==> src/rtl/code2421_seg_scan.sv <==
// code2421_seg_scan: captures a history of distinct 2421 codes from the upstream
// counter and time-multiplexes the history onto a common-anode 7-segment display.
// Optional feature macro: BLANK_UNUSED_EN (blank history slots not yet written since reset).
module code2421_seg_scan #(
    parameter int unsigned DIGITS   = 4,
    parameter int unsigned SCAN_DIV = 4
) (
    input  logic              clock,
    input  logic              reset,
    input  logic [3:0]        code_in,
    output logic [6:0]        seg,
    output logic [DIGITS-1:0] an,
    output logic              dp,
    output logic              err,
    output logic [3:0]        wrap_cnt
);

    localparam int unsigned IDX_W = $clog2(DIGITS);
    localparam int unsigned DIV_W = $clog2(SCAN_DIV) + 1;
    localparam logic [IDX_W-1:0] IDX_LAST = IDX_W'(DIGITS - 1);
    localparam logic [DIV_W-1:0] DIV_LAST = DIV_W'(SCAN_DIV - 1);
    localparam logic [6:0] SEG_BLANK = 7'h7F;

    logic [3:0]       hist [DIGITS];
    logic [3:0]       prev_code;
    logic [IDX_W-1:0] idx;
    logic [DIV_W-1:0] divider;

    logic             legal_c;
    logic             push_c;
    logic             wrap_c;
    logic [6:0]       seg_next_c;

    // 2421 legality: the six codes 0101..1010 never appear on a valid counter
    function automatic logic is_legal(input logic [3:0] c);
        case (c)
            4'b0101, 4'b0110, 4'b0111,
            4'b1000, 4'b1001, 4'b1010: return 1'b0;
            default:                   return 1'b1;
        endcase
    endfunction

    // 2421 code to active-low {g,f,e,d,c,b,a}
    function automatic logic [6:0] seg_of(input logic [3:0] c);
        case (c)
            4'b0000: return 7'h40;
            4'b0001: return 7'h79;
            4'b0010: return 7'h24;
            4'b0011: return 7'h30;
            4'b0100: return 7'h19;
            4'b1011: return 7'h12;
            4'b1100: return 7'h02;
            4'b1101: return 7'h78;
            4'b1110: return 7'h00;
            4'b1111: return 7'h10;
            default: return SEG_BLANK;
        endcase
    endfunction

    // Input qualification: push on a new legal code, wrap on 9 -> 0
    always_comb begin
        legal_c = is_legal(code_in);
        push_c  = legal_c && (code_in != prev_code);
        wrap_c  = (prev_code == 4'b1111) && (code_in == 4'b0000);
    end

`ifdef BLANK_UNUSED_EN
    localparam int unsigned FILL_W = $clog2(DIGITS + 1);
    localparam logic [FILL_W-1:0] FILL_MAX = FILL_W'(DIGITS);

    logic [FILL_W-1:0] fill;

    // Number of slots written since reset, saturating at DIGITS
    always_ff @(posedge clock or negedge reset) begin
        if (!reset) begin
            fill <= '0;
        end else if (push_c && (fill != FILL_MAX)) begin
            fill <= fill + FILL_W'(1);
        end
    end

    // Segment pattern for the slot being scanned; unwritten slots stay dark
    always_comb begin
        seg_next_c = seg_of(hist[idx]);
        if (FILL_W'(idx) >= fill) begin
            seg_next_c = SEG_BLANK;
        end
    end
`else
    // Segment pattern for the slot being scanned
    always_comb begin
        seg_next_c = seg_of(hist[idx]);
    end
`endif

    // History shift register: newest value in slot 0
    always_ff @(posedge clock or negedge reset) begin
        if (!reset) begin
            for (int unsigned k = 0; k < DIGITS; k++) begin
                hist[k] <= 4'b0000;
            end
        end else if (push_c) begin
            for (int unsigned k = DIGITS - 1; k > 0; k--) begin
                hist[k] <= hist[k-1];
            end
            hist[0] <= code_in;
        end
    end

    // Previous-sample register, sticky error flag and wrap counter
    always_ff @(posedge clock or negedge reset) begin
        if (!reset) begin
            prev_code <= 4'b0000;
            err       <= 1'b0;
            wrap_cnt  <= 4'd0;
        end else begin
            prev_code <= code_in;
            if (!legal_c) begin
                err <= 1'b1;
            end
            if (wrap_c) begin
                wrap_cnt <= wrap_cnt + 4'd1;
            end
        end
    end

    // Scan timing: each digit is held for SCAN_DIV cycles
    always_ff @(posedge clock or negedge reset) begin
        if (!reset) begin
            divider <= '0;
            idx     <= '0;
        end else if (divider == DIV_LAST) begin
            divider <= '0;
            idx     <= (idx == IDX_LAST) ? '0 : idx + IDX_W'(1);
        end else begin
            divider <= divider + DIV_W'(1);
        end
    end

    // Display outputs registered together so an/seg/dp stay aligned
    always_ff @(posedge clock or negedge reset) begin
        if (!reset) begin
            an  <= '1;
            seg <= SEG_BLANK;
            dp  <= 1'b1;
        end else begin
            an  <= ~(DIGITS'(1) << idx);
            seg <= seg_next_c;
            dp  <= (idx != '0);
        end
    end

endmodule

==> config.mk <==
export PLATFORM = sky130hd
export DESIGN_NAME = code2421_seg_scan
export DESIGN_NICKNAME = d
export VERILOG_FILES = /design/src/rtl/code2421_seg_scan.sv
export SDC_FILE = /design/constraint.sdc
export NUM_CORES = 1
export LEC_CHECK = 0
export BUFFER_PORTS_ARGS = -buffer_cell sky130_fd_sc_hd__buf_2
export CORE_MARGIN = 8
export CORE_UTILIZATION = 50
export CTS_CLUSTER_DIAMETER = 120
export CTS_CLUSTER_SIZE = 25
export DETAILED_ROUTE_END_ITERATION = 8
export PLACE_DENSITY_LB_ADDON = 0.15
export SLEW_MARGIN = 15
export SYNTH_ARGS = -nofsm -noshare
export SYNTH_HDL_FRONTEND = slang
export SYNTH_SLANG_ARGS = --single-unit
==> constraint.sdc <==
create_clock -name clock -period 2 [get_ports clock]
set_input_delay 0.6 -clock clock [delete_from_list [all_inputs] [get_ports clock]]
set_output_delay 0.6 -clock clock [all_outputs]
set_load 0.02 [all_outputs]
==> flow_results.org <==
** Cells and area
- Antenna fix cells :: 0
- With fillers left out, the area of the finished cells amounts to approximately 2000 um^2.
- Core utilization of the finished layout :: 0.6086
- For this run, the post-layout net count is between 150 and 200.
- Fin cells :: approximately 200
- Synthesis-to-layout area growth :: 16.28%
- In the final layout, the share of cells above drive strength 1 is 0.4586.

** Timing
- Final Hold Violating Endpoints :: 0
- Setup repair after global routing missed its margin :: false
- Headroom to the max-slew limit came out at 0.7110.
- Count of final max-slew check failures :: 0
- Number of endpoints failing setup at the final stage :: 0
- At the pin with the least slew margin, the transition time is 433.4 ps.
- Final total negative setup slack :: 0 ps
- In the finished design, the share of the clock period the worst path needs comes to 0.8871.
- Final critical path time including I/O delays and setup :: around 1800 ps
- Worst clock skew on the final layout :: approximately 4.5 ps
- Max frequency :: between 0.5 and 0.6 GHz

** Synthesis
- Post-synth EDFFs :: 0
- The number of nets in the synthesized netlist is around 140.
- In this run, synthesis produced a sequential element count of slightly above 40.
- Async set-or-reset flop fraction in the synthesized netlist :: 1.000
- The most common cell in the synthesized netlist is dfrtp_1.
- Most used DFF post-synth :: dfrtp_1
- In the post-synthesis netlist, the biggest area contributors are dfrtp_1, dfstp_2, mux2_2.
- Part of the Yosys area used for sequential elements :: 0.5906
- Most frequent cells after synthesis :: dfrtp_1, mux2_2, dfstp_2
- During synthesis, Yosys emitted a total of 0 warnings.
- Number of different library cells in the post-synthesis netlist :: 29
- The biggest area contributor in the post-synthesis netlist is dfrtp_1.
- Post-Syn Instances :: between 100 and 150
- Post-Synthesis Cell Area :: approximately 1800 um^2
- Avg Cell Area, Syn :: between 10 and 15 um^2
- The share of synthesized area in the top cell type comes to 0.4264.

** Power and ir drop
- The design draws ~1.9 mW.
- Peak supply drop :: between 0.4 and 0.5 mV
- The analysis attributes to cell leakage a power of between 0.9 and 1 nW.
- For this design the ratio of total power to cell area is 921.3 nW/um^2.

** Setup path
- Peak per-stage delay on the critical path :: a little under 400 ps
- The critical path is of the input pin to register type.
- The worst setup path is captured at a register.
- At the worst endpoint, the required time is between 2000 and 2500 ps.
- Critical path peak fanout :: 16
- The slowest stage of the critical path belongs to the cell a2bb2oi_1.
- Critical path, cell by cell :: buf_2 -> buf_4 -> nor2_1 -> a2bb2oi_1 -> o41ai_4 -> buf_12 -> mux2_2
- Data on the critical path arrives at its endpoint at roughly 2000 ps.
- Startpoint types :: input pin

** Die
- After floorplanning, the core was divided into 21 placement rows.
- Starting Density :: 0.5234
- Die span in x :: approximately 75 um
- I/O pin count :: 23
- DIE AREA :: 5675 um^2
- Die height :: approximately 75 um
- Core area :: 3363 um^2

** Clocking
- In this run the number of H-tree levels came out at 2.
- The clock passes through at most 2 buffers.
- Post-CTS Setup Bufs :: 1
- Clock transition time at the flip-flop clock pins of the worst setup and hold paths :: ~110 ps
- Root Driver :: clkbuf_4
- The number of clock buffers added by TritonCTS is 5.
- Post-CTS repair changed the size of 0 cells.
- The later pin in the worst-skew pair is clocked with a latency of 340 ps.
- TritonCTS clock tree :: done
- Post-CTS Hold Fix Bufs :: 0
- The clock net in this run drives a total of roughly 40 sinks.

** Global routing
- The first global-routing pass estimated ~5000 um of wire.
- Pin count of the biggest net entering global routing :: 25
- The total overflow left after global routing is 0.
- GRT Overall Usage :: 0.1180
- The number of antenna violations at the first check in global routing came to 0.
- Number of global-route vias before repair :: approximately 1.1k

** Placement
- Cell count after placement :: between 150 and 200
- Detailed placement finished with a half-perimeter wire length of 2238 um.
- During placement, the flow inserted port buffers numbering 22.
- Area of placed instances :: roughly 2000 um^2
- Weighted congestion at the end of routability-driven global placement :: 0.7275

** Route
- Via count of the routed design :: around 1.0k
- In the final routed layout, each cell accounts on average for between 10 and 15 um.
- In the routed layout, each cell is associated on average with a via count of 5.158.
- TritonRoute pass-1 iters :: 4
- Routed Antenna Nets :: 0
- Remaining DRCs :: 0
- The final layout contains routed wiring with a total length of about 3000 um.
- Drt first-iter violations :: 67

** Run status
- The run finished with clean final reports.

** Run
- Across the run, the number of max-cap violations was 0.

** Worst hold path
- Worst min-delay path category :: input pin to asynchronous set/reset pin
cells by family (layout without fill, tap and decap cells):
logic type      count (synthesis)  count (layout)  synth area share
fa+ha+maj                       6               6           0.04264
buf+inv                        12              45           0.03341
compound gates                 14              14           0.05971
mux                            21              21            0.1599
simple gates                   22              22           0.07391
flops                          41              41            0.5906
xor+xnor                        8               8           0.03980
power breakdown:
group | total [mW] | switching, mW | internal [mW]
combinational | 0.374 | 0.190 | 0.184
clock | 0.461 | 0.257 | 0.204
sequential | 1.05 | 0.0678 | 0.983
total | 1.89 | 0.515 | 1.37
path summary, 6_finish.rpt:
kind	start	to	slack, ps	cells past startpoint
worst max-delay path	code_in[1]	hist[8]	230	7
worst min-delay path	reset	idx[0]	180	1
worst max register to register	idx[0]	seg[6]	280	3
worst min register to register	divider[0]	divider[0]	450	1
max in group asynchronous	reset	seg[0]	1280	2
min in group clock	divider[0]	divider[0]	450	1
per-layer routing:
layer  routed length [um]  GRT usage  vias to the layer above
li1                     -          -                      492
met3                  198    0.04079                        6
met5                    0          0                        -
met2                 1437     0.1927                       25
met1                 1314     0.1397                      524
met4                   45    0.04478                        0
layout make-up:
| cell class | count | area, um^2 |
|---|---|---|
| Timing Repair Buffer | 29 | 187.7 |
| Tap cell | 46 | 57.56 |
| Fill cell | 288 | 1316 |
| Multi-Input combinational cell | 71 | 661.9 |
| Clock buffer | 7 | 65.06 |
| Clock inverter | 1 | 5.005 |
| Sequential cell | 41 | 1040 |
| Inverter | 8 | 30.03 |
flip-flops by register name, indices dropped and copies added (netlist names):
name / count
hist: 16
err: 1
wrap_cnt: 4
divider: 3
seg: 7
idx: 2
prev_code: 4
an: 4
through the flow:
step	hold slack, ps	setup slack (ps)
6_report	177.7	225.8
5_1_grt	179.7	164.9
4_1_cts	176.1	251.8
3_5_place_dp	423.5	-387.1
3_3_place_gp	419.0	-343.3
2_1_floorplan	304.4	62.62
critical path: cells and delay by family:
kind / cells / cell delay, ps
compound gates: 2 / 550
simple gates: 1 / 140
buf+inv: 3 / 440
mux: 1 / 270
placed cells by master (no fill, tap or decap), types with 2 or more instances in the layout:
master / instances
dfrtp_1: 30
buf_2: 22
mux2_2: 17
dfstp_2: 11
inv_1: 8
nand2_1: 6
ha_1: 6
o21ai_0: 5
xor2_1: 5
clkbuf_4: 5
buf_4: 5
nor2b_1: 4
mux4_2: 4
nor2_1: 3
a21oi_1: 3
xnor2_1: 3
nand2b_1: 2
nand3_1: 2
clkbuf_8: 2
buf_12: 2
(Power assumes the default switching activity.)
